<file path="src/rtl/n_ripple_carry_adder_bist.sv">
// Exhaustive on-board self-checker for the n-bit ripple-carry adder.
// Optional feature: define ADDER_BIST_STOP_ON_FAIL_EN to stop the sweep at the first mismatch.
module n_ripple_carry_adder_bist #(
  parameter int bits   = 2,
  parameter int SETTLE = 2
) (
  input  logic                clk,
  input  logic                reset,
  input  logic                start,
  output logic [2*bits:0]     dut_sw,
  input  logic [bits:0]       dut_ledr,
  output logic                busy,
  output logic                done,
  output logic                pass,
  output logic [2*bits+1:0]   err_count,
  output logic [2*bits:0]     fail_vec
);

  localparam int VW = 2*bits + 1;
  localparam int EW = 2*bits + 2;
  localparam int WW = (SETTLE < 2) ? 1 : $clog2(SETTLE);
  localparam logic [WW-1:0] SETTLE_LAST = WW'(SETTLE - 1);

  typedef enum logic [1:0] {IDLE, APPLY, CHECK, DONE} state_t;

  state_t          state;
  logic [VW-1:0]   vec;
  logic [WW-1:0]   settle_cnt;
  logic            first_fail;

  // Expected result at full bits+1 width so the carry is never truncated.
  logic [bits:0]   exp_sum;
  logic            mismatch;
  logic [EW-1:0]   err_next;

  always_comb begin
    exp_sum  = {1'b0, vec[2*bits-1:bits]} + {1'b0, vec[bits-1:0]}
             + {{bits{1'b0}}, vec[2*bits]};
    mismatch = (dut_ledr != exp_sum);
    err_next = err_count;
    if (mismatch && !(&err_count))
      err_next = err_count + EW'(1);
  end

  always_ff @(posedge clk) begin
    if (reset) begin
      state      <= IDLE;
      vec        <= '0;
      settle_cnt <= '0;
      first_fail <= 1'b0;
      dut_sw     <= '0;
      busy       <= 1'b0;
      done       <= 1'b0;
      pass       <= 1'b0;
      err_count  <= '0;
      fail_vec   <= '0;
    end else begin
      case (state)
        IDLE, DONE: begin
          if (start) begin
            state      <= APPLY;
            vec        <= '0;
            settle_cnt <= '0;
            first_fail <= 1'b0;
            dut_sw     <= '0;
            busy       <= 1'b1;
            done       <= 1'b0;
            pass       <= 1'b0;
            err_count  <= '0;
            fail_vec   <= '0;
          end
        end
        APPLY: begin
          if (settle_cnt == SETTLE_LAST)
            state <= CHECK;
          else
            settle_cnt <= settle_cnt + WW'(1);
        end
        CHECK: begin
          err_count <= err_next;
          if (mismatch && !first_fail) begin
            first_fail <= 1'b1;
            fail_vec   <= vec;
          end
`ifdef ADDER_BIST_STOP_ON_FAIL_EN
          if (mismatch || (&vec)) begin
`else
          if (&vec) begin
`endif
            // dut_sw is left on the final (or failing) vector for inspection.
            state <= DONE;
            busy  <= 1'b0;
            done  <= 1'b1;
            pass  <= (err_next == '0);
          end else begin
            state      <= APPLY;
            vec        <= vec + VW'(1);
            dut_sw     <= vec + VW'(1);
            settle_cnt <= '0;
          end
        end
        default: state <= IDLE;
      endcase
    end
  end

endmodule

</file>
<file path="config.mk">
export PLATFORM = sky130hd
export DESIGN_NAME = n_ripple_carry_adder_bist
export DESIGN_NICKNAME = d
export VERILOG_FILES = /design/src/rtl/n_ripple_carry_adder_bist.sv
export SDC_FILE = /design/constraint.sdc
export NUM_CORES = 1
export LEC_CHECK = 0
export ABC_AREA = 1
export ABC_CLOCK_PERIOD_IN_PS = 3500
export CELL_PAD_IN_SITES_DETAIL_PLACEMENT = 1
export CELL_PAD_IN_SITES_GLOBAL_PLACEMENT = 1
export CORE_MARGIN = 4
export CORE_UTILIZATION = 39
export DETAILED_ROUTE_END_ITERATION = 8
export PLACE_DENSITY = 0.95
export SLEW_MARGIN = 15
export SYNTH_ARGS = -nofsm -noshare
export SYNTH_HDL_FRONTEND = slang
export SYNTH_SLANG_ARGS = --single-unit
</file>
<file path="constraint.sdc">
create_clock -name clk -period 3.5 [get_ports clk]
set_input_delay 0.7 -clock clk [delete_from_list [all_inputs] [get_ports clk]]
set_output_delay 0.7 -clock clk [all_outputs]
set_load 0.01 [all_outputs]
</file>
==> Word level (Yosys, flattened, before mapping) <==
Index checks and enable logic that the tools add are counted.
{ "classes": {"addsub": 5, "eq_ne": 9, "mux": 25, "reduce_logical": 16} }
{ "ops": {"columns": ["operator", "count"], "rows": [
  ["case mux 5 bit (2 select lines)", 2],
  ["2-to-1 mux 5 bit", 3],
  ["2-to-1 mux 6 bit", 2],
  ["case mux 6 bit (2 select lines)", 1],
  ["!= test 2 bit (second input constant)", 5],
  ["AND reduction 3 bit", 3],
  ["2-to-1 mux 1 bit", 8],
  ["case mux 1 bit (2 select lines)", 4],
  ["adder 6 x 1 -> 6 bit (second input constant)", 1],
  ["zero test 6 bit", 1],
  ["2-to-1 mux 2 bit", 3],
  ["case mux 2 bit (3 select lines)", 1],
  ["AND reduction 2 bit", 3],
  ["AND reduction 6 bit", 1],
  ["adder 5 x 1 -> 5 bit (second input constant)", 1],
  ["AND reduction 5 bit", 1],
  ["equality test 2 bit (second input constant)", 2],
  ["adder 2 x 2 -> 3 bit", 1],
  ["adder 3 x 1 -> 3 bit", 1],
  ["!= test 3 bit", 1],
  ["case mux 1 bit (3 select lines)", 1],
  ["equality test 2 x 1 -> 1 bit (second input constant)", 1],
  ["logical AND 1 bit", 2],
  ["zero test 1 bit", 2],
  ["other kinds (4)", 4]
]} }
{ "word_totals": {"reg_bits": 23, "inputBits": 6, "out_inout_bits": 19, "word_cells": 64} }

==> Longest topological paths before layout <==
Gate-level depths: netlist of the first run.
{ "depth": {"word_depth": 8, "ltp_mapped": 14, "depth_no_buf": 14} }

==> Worst setup path after synthesis of the first run <==
OpenSTA, ideal clock, no wires.
{ "synth_timing": {"path_type": "reg-to-reg", "startpoint": "reg vec[0]", "endpoint": "reg pass", "setup_ns": 0.131, "t_arrival_ns": 2.079, "required_ns": 3.369, "setup_slack_ns": 1.291, "stages_incl_launch_ff": 14, "path_buffers": 0, "synth_period_minus_slack_ns": 2.209, "cell_sequence": "dfxtp_1 fa_1 inv_1 fa_1 nand2_1 inv_1 nor2_1 nand3_2 nand2_4 nand2_1 o21ai_1 nor2_1 nand3_1 a21oi_2"} }
{ "synth_between": {"elab_chain_len": 8, "word_cells_on_any_way": 11, "cone_classes": "2 x add/sub; 2 x eq/ne; 3 x mux; 4 x reduce/logical"} }
{ "synth_rtl": {"columns": ["element", "line", "source"], "rows": [
  ["start: declaration", "27", "logic [VW-1:0] vec;"],
  ["start signal: assignment", "97", "vec <= vec + VW'(1);"],
  ["adder 2 x 2 -> 3 bit", "37", "exp_sum = {1'b0, vec[2*bits-1:bits]} + {1'b0, vec[bits-1:0]}"],
  ["adder 3 x 1 -> 3 bit", "38", "+ {{bits{1'b0}}, vec[2*bits]};"],
  ["!= test 3 bit", "39", "mismatch = (dut_ledr != exp_sum);"],
  ["logical AND 1 bit", "41", "if (mismatch && !(&err_count))"],
  ["2-to-1 mux 6 bit", "41", null],
  ["zero test 6 bit", "94", "pass <= (err_next == '0);"],
  ["2-to-1 mux 1 bit", "88", "if (&vec) begin"],
  ["case mux 1 bit (2 select lines)", "58", "case (state)"],
  ["end signal: assignment", "94", null],
  ["end: declaration", "14", "output logic pass,"]
]} }
Several ways; a longest one is shown, not always the timed one. The select of a mux whose other input is x is not followed.
A chain may end at the register's enable or synchronous reset.

==> Final worst setup path of the first run <==
Same ends and word-level chain as after synthesis.

==> results of run 1 <==
## through the flow
stage,total power (uW),hold WS (ns),instance area (um^2),setup slack (ns)
2_1_floorplan,391,0.433,1300,1.29
3_3_place_gp,432,0.450,1600,1.23
3_5_place_dp,440,0.465,1600,0.994
4_1_cts,565,0.484,1620,0.897
5_1_grt,599,0.523,1620,0.739
6_report,562,0.480,1620,0.872
## worst min-delay path, cell delays in order, from the launching register on
cell,delay [ns]
dfxtp_1,0.34
nand2_1,0.06
a21oi_1,0.05
## path summary, 6_finish.rpt
path                                  from         end  slack [ns]
worst max-delay path                vec[0]        pass        0.87
worst min-delay path            settle_cnt  settle_cnt        0.48
worst max register to register      vec[0]        pass        0.87
worst min register to register  settle_cnt  settle_cnt        0.48
## layout by cell type, fill, tap and decap left out, types with 2 or more instances in the layout
master,synthesis,routed
nand2_1,48,48
clkdlybuf4s50_1,0,24
inv_1,23,23
dfxtp_1,23,23
a21oi_1,15,15
nor2_1,10,10
o21ai_1,8,8
nand3_1,8,8
inv_2,7,7
ha_1,6,6
o22ai_1,5,5
nand2_2,4,4
nand4_1,3,3
clkbuf_4,0,3
nor2_2,2,2
xnor2_1,2,2
xor2_1,2,2
o21ai_0,2,2
fa_1,2,2
## power groups by stage
stage	combinational, uW	sequential (uW)	clock (uW)
detailed placement	152	288	0
global placement	144	288	0
CTS	154	283	129
global route	171	285	143
floorplan	103	288	0
finish	153	282	127
## registers in the layout, indices dropped and copies added (netlist names)
register / flops
vec: 5
busy: 1
state: 2
fail_vec: 5
err_count: 6
first_fail: 1
done: 1
settle_cnt: 1
pass: 1
## routing by layer
layer,part of all wire [%],GRT usage (%),up-vias
li1,-,-,631
met1,44,23.2,601
met2,53,36.4,14
met4,1.1,5.70,0
met5,0,0,-
met3,1.5,3.08,4
## area by class of cell
type,count,share of cell area (%)
clock buffers,4,1.62
repair buffers,25,15.3
well taps,44,3.40
inverters,31,7.18
multi-input cells,126,44.1
flip-flops and latches,23,28.4
## cells by family (layout without fill, tap and decap cells)
| family | count (synthesis) | in the layout | share of synthesized area (%) |
|---|---|---|---|
| and+or+nand+nor | 81 | 81 | 29.1 |
| buffers and inverters | 32 | 60 | 9.27 |
| adders and majority gates | 8 | 8 | 8.88 |
| xor gates and xnor gates | 4 | 4 | 2.70 |
| AOI/OAI and AO/OA | 33 | 33 | 14.6 |
| DFF | 23 | 23 | 35.5 |
==> results.txt, run 1 <==
layout cell share with drive strength beyond 1: 11.0%
Cell Area, Synth: 1300 um^2
count of pins over their slew limit: 0
Critical Path RT: 3.76 ns
clock power share: 22.5%
CTS resizes: 0
Switch Pwr: 193 uW
first-pass GRT wire length: 6.56 mm
placed cells: 249
FF+latch area: 460 um^2
Fill cells: 413
status: finished clean
Clock Tree Root: clkbuf_4
setup repair bufs after CTS: 0
Clock Latency Late Sink: 0.31 ns
Int Pwr: 369 uW
Detailed Routing Iterations Pass 1: 6
remaining antenna violation count after routing: 0
# rows: 20
Die Ht: 65.7 um
Post-DP HPWL: 2.95 mm
GRT Total Usage: 19.8%
H-tree Lvls: 1
FFs w/ async S/R, synth: 0%
Synth top cells by count: nand2_1 (48), dfxtp_1 (23), inv_1 (23)
synth warn: 0
crit-path max cell delay: 0.46 ns
Post-synth EDFFs: 0
Vias/cell: 4.94
CP delay by family, top: adder cells
post-synthesis cell count: 181
gpl congestion: 0.822
post-route insts no fill: 253
CTS tree: built
critical path startpoint category: flop
Clk pin slew, worst setup/hold paths: 0.13 ns
RSZ-0062 raised after global routing: false
largest cells by area after synthesis: dfxtp_1 (36%), nand2_1 (14%), inv_1 (6.7%)
Finished Core Util: 51.8%
clk sink count: 23
WL final: 3.81 mm
final hold viol count: 0
Core ar.: 3130 um^2
HP Class: flop to flop
largest net degree at the start of global routing: 14
ANT cells: 0
CP cell instances: fa_1 -> inv_1 -> fa_1 -> nand2_1 -> inv_1 -> nor2_1 -> nand3_2 -> nand2_4 -> o21ai_0 -> nor2_1 -> nand3_1 -> a21oi_2
WP data arrival: 2.89 ns
Pleak: 0.000611 uW
I/O pins: 25
GRT overflow: 0
critical-path maximum fanout: 9
most numerous cell in the Yosys netlist: nand2_1
vias post-DR: 1250
Setup TNS: 0 ns
max-cap check violation count: 0
Worst Tran Pin Value: 0.467 ns
CTS max path bufs: 2
cell taking the most area after synthesis: dfxtp_1
Unique masters post-synth: 28
nets: 224
R2R depth: 12
setup violators final: 0
worst-case clock skew: 0.00532 ns
Setup crit end kind: flop
Tmin final: 2.63 ns
IO Port Bufs: 24
initial antenna violation count: 0
fmax: 0.380 GHz
hold buffers post-CTS: 0
CP Depth: 12
Combinational Power Share: 27.3%
post-synth top area share: 35.5%
Slew headroom: 68.8%
Hold Path Cell Cnt: 2
Area Growth Syn to Fin: 25.1%
critical setup path kind: flop to flop
Avg Cell Area, Syn: 7.16 um^2
Die X: 65.7 um
initial detailed-routing violation count: 63
Mapped Nets: 195
Routed wire per std cell: 15.0 um
final period utilization: 75.1%
slowest stage cell, crit path: fa_1
Post-route DRC: 0
pwr/cell area: 347 nW/um^2
worst path bufs/invs: 2
die area: 4310 um^2
Yosys reg bits: 23
sequential share of power: 50.2%
register area share after synthesis: 35.5%
Initial Utilization: 41.4%
vias in the first global route: 1394
Sw Ratio: 34.4%
Worst VDD drop: 0.230 mV
Primary FF master, synth: dfxtp_1
cts bufs inserted: 3
multi-input combinational cell area: 716 um^2
Note: power is estimated with default switching activity, not from simulation.
==> run 2: changes to the inputs <==
--- a/config.mk
+++ b/config.mk
@@ -6,13 +6,13 @@
 export NUM_CORES = 1
 export LEC_CHECK = 0
 export ABC_AREA = 1
-export ABC_CLOCK_PERIOD_IN_PS = 3500
+export ABC_CLOCK_PERIOD_IN_PS = 2400
 export CELL_PAD_IN_SITES_DETAIL_PLACEMENT = 1
 export CELL_PAD_IN_SITES_GLOBAL_PLACEMENT = 1
 export CORE_MARGIN = 4
-export CORE_UTILIZATION = 39
+export CORE_UTILIZATION = 33
 export DETAILED_ROUTE_END_ITERATION = 8
-export PLACE_DENSITY = 0.95
+export PLACE_DENSITY = 0.87
 export SLEW_MARGIN = 15
 export SYNTH_ARGS = -nofsm -noshare
 export SYNTH_HDL_FRONTEND = slang
==> constraint.sdc (replaced) <==
create_clock -name clk -period 2.4 [get_ports clk]
set_input_delay 0.48 -clock clk [delete_from_list [all_inputs] [get_ports clk]]
set_output_delay 0.48 -clock clk [all_outputs]
set_load 0.01 [all_outputs]
==> run 2 against run 1 <==
  * Power rose by 61%
  * Critical path depth is 1 lower
  * Utilization decreased by 5.3 points
  * Sequential share of layout area is 1.6 points lower
  * Fmax rose by 12%
  * Wire length down 2.9%
  * Setup slack worse by 0.82 ns
  * Global-route usage decreased by 3.9 points
  * Clock power grew 98%
  * Cell count up 5.1%
  * Worst hold slack lost 0.0056 ns
  * Largest cell class unchanged
==> results.txt, run 2 (synthesis gave the netlist of run 1 again) <==
Worst Tran Pin Value: 0.316 ns (-0.152 ns)
final instance area: 1730 um^2 (+6.7%)
Setup crit end kind: flop
Vias/cell: 4.76 (-3.6%)
CP delay by family, top: adder cells
vias post-DR: 1267 (+1.4%)
WL final: 3.70 mm (-2.9%)
min-delay src: settle_cnt
Die Ht: 70.7 um (+7.7%)
most frequent cells in the layout: nand2_1 (47), clkdlybuf4s50_1 (24), inv_1 (22)
Post-DP HPWL: 2.82 mm (-4.5%)
WP data arrival: 2.50 ns (-0.39 ns)
Worst VDD drop: 0.265 mV (+15%)
ANT cells: 0 (unchanged)
IO Port Bufs: 24 (unchanged)
largest net degree at the start of global routing: 14 (unchanged)
nets: 233 (+4.0%)
worst path bufs/invs: 4 (+2)
worst-case clock skew: 0.00344 ns (-0.00188 ns)
most common cell after layout, fill and taps aside: nand2_1
fmax: 0.426 GHz (+12%)
HP Class: flop to flop
status: finished clean
Routed wire per std cell: 13.9 um (-7.6%)
CP cell instances: fa_2 -> inv_2 -> fa_1 -> nand2_1 -> inv_1 -> nor2_2 -> nand3_4 -> buf_4 -> buf_4 -> nand4_1 -> o22ai_1
RR Startpoint: vec[0]
largest registers: err_count (6), fail_vec (5), vec (5)
Tmin final: 2.35 ns (-0.282 ns)
initial antenna violation count: 0 (unchanged)
setup violators final: 0 (unchanged)
H-tree Lvls: 1 (unchanged)
Die X: 70.7 um (+7.7%)
Slew headroom: 78.9% (+10 points)
crit-path max cell delay: 0.40 ns (-0.06 ns)
Critical Path RT: 2.55 ns (-1.21 ns)
CTS max path bufs: 2 (unchanged)
Area Growth Syn to Fin: 33.5%
vias in the first global route: 1325 (-4.9%)
Core ar.: 3720 um^2 (+19%)
CTS tree: built
clk sink count: 23 (unchanged)
critical setup path kind: flop to flop
final period utilization: 97.8% (+23 points)
post-route insts no fill: 266 (+5.1%)
placed cells: 259 (+4.0%)
initial detailed-routing violation count: 51 (-19%)
remaining antenna violation count after routing: 0 (unchanged)
DP Worst Slack: 0.0488 ns (-0.945 ns)
critical-path maximum fanout: 6 (-3)
max reg flops: 6 (unchanged)
Post-DP Area: 1650 um^2 (+3.1%)
CP startpoint: vec[0]
Initial Utilization: 34.9% (-6.6 points)
Clock Latency Late Sink: 0.27 ns (-0.04 ns)
RSZ-0062 raised after global routing: true
I/O pins: 25 (unchanged)
Largest Register: err_count
worst path setup slack after routing: 0.0535 ns (-0.818 ns)
Post-route DRC: 0 (unchanged)
GRT overflow: 0 (unchanged)
hold buffers post-CTS: 0 (unchanged)
pwr/cell area: 523 nW/um^2 (+51%)
Clock Tree Root: clkbuf_8
slowest stage cell, crit path: fa_1
cell mode on critical path: buf_4
critical path startpoint category: flop
# rows: 22 (+10%)
layout cell share with drive strength beyond 1: 17.9% (+6.9 points)
max-cap check violation count: 0 (unchanged)
count of pins over their slew limit: 0 (unchanged)
Detailed Routing Iterations Pass 1: 4 (-2)
die area: 4990 um^2 (+16%)
Clk pin slew, worst setup/hold paths: 0.09 ns (-0.04 ns)
Pleak: 0.000667 uW (+9.3%)
cts bufs inserted: 3 (unchanged)
first-pass GRT wire length: 6.45 mm (-1.6%)
final hold viol count: 0 (unchanged)
gpl congestion: 0.764 (-7.0%)
GRT Total Usage: 15.9% (-3.9 points)
[run 2: what timing repair did]
| action | in CTS | in global routing |
|---|---|---|
| setup endpoints to repair | 0 | 5 |
| buffers inserted | 0 | 2 |
| hold endpoints to repair | 0 | 0 |
| gates resized for setup | 0 | 8 |
[run 2: per-layer routing]
metal	up-vias	wire, um	track usage, %
met5	-	0	0
met4	0	51	5.01
met3	5	82	1.85
met2	17	1790	25.6
met1	594	1780	22.1
li1	651	-	-
[run 2: tightest hold or removal path: cells and delay by family, from the launching register on]
family,cells,cell delay (ns)
simple gates,1,0.06
flops,1,0.32
compound gates,1,0.05
[run 2: stage by stage]
| step | total power, uW | hold WS (ns) | util, % | setup TNS [ns] |
|---|---|---|---|---|
| after detailed placement | 654 | 0.465 | 44.3 | 0 |
| after global routing | 963 | 0.511 | 46.6 | -0.0611 |
| after CTS | 907 | 0.484 | 45.5 | 0 |
| after global placement | 646 | 0.455 | 44.3 | 0 |
| after floorplan | 571 | 0.433 | - | 0 |
| final | 905 | 0.474 | 46.6 | 0 |
[run 2: where the power goes]
group          internal [uW]  switching, uW  leakage, uW
combinational           89.8            152     0.000455
sequential               397           14.1     0.000187
clock                    116            135    0.0000255
[run 2: worst paths after layout]
path | end | slack, ns | depth (start not counted)
max | fail_vec[2] | 0.05 | 11
min | settle_cnt | 0.47 | 2
max reg2reg | fail_vec[2] | 0.05 | 11
min reg2reg | settle_cnt | 0.47 | 2
[run 2: layout make-up]
cell class | instances | area, um^2
multi-input cells | 127 | 737
clock inverters | 1 | 5.00
inverters | 31 | 116
flip-flops and latches | 23 | 463
clock buffers | 3 | 41.3
repair buffers | 33 | 308
fillers | 484 | 1990
well taps | 48 | 60.1
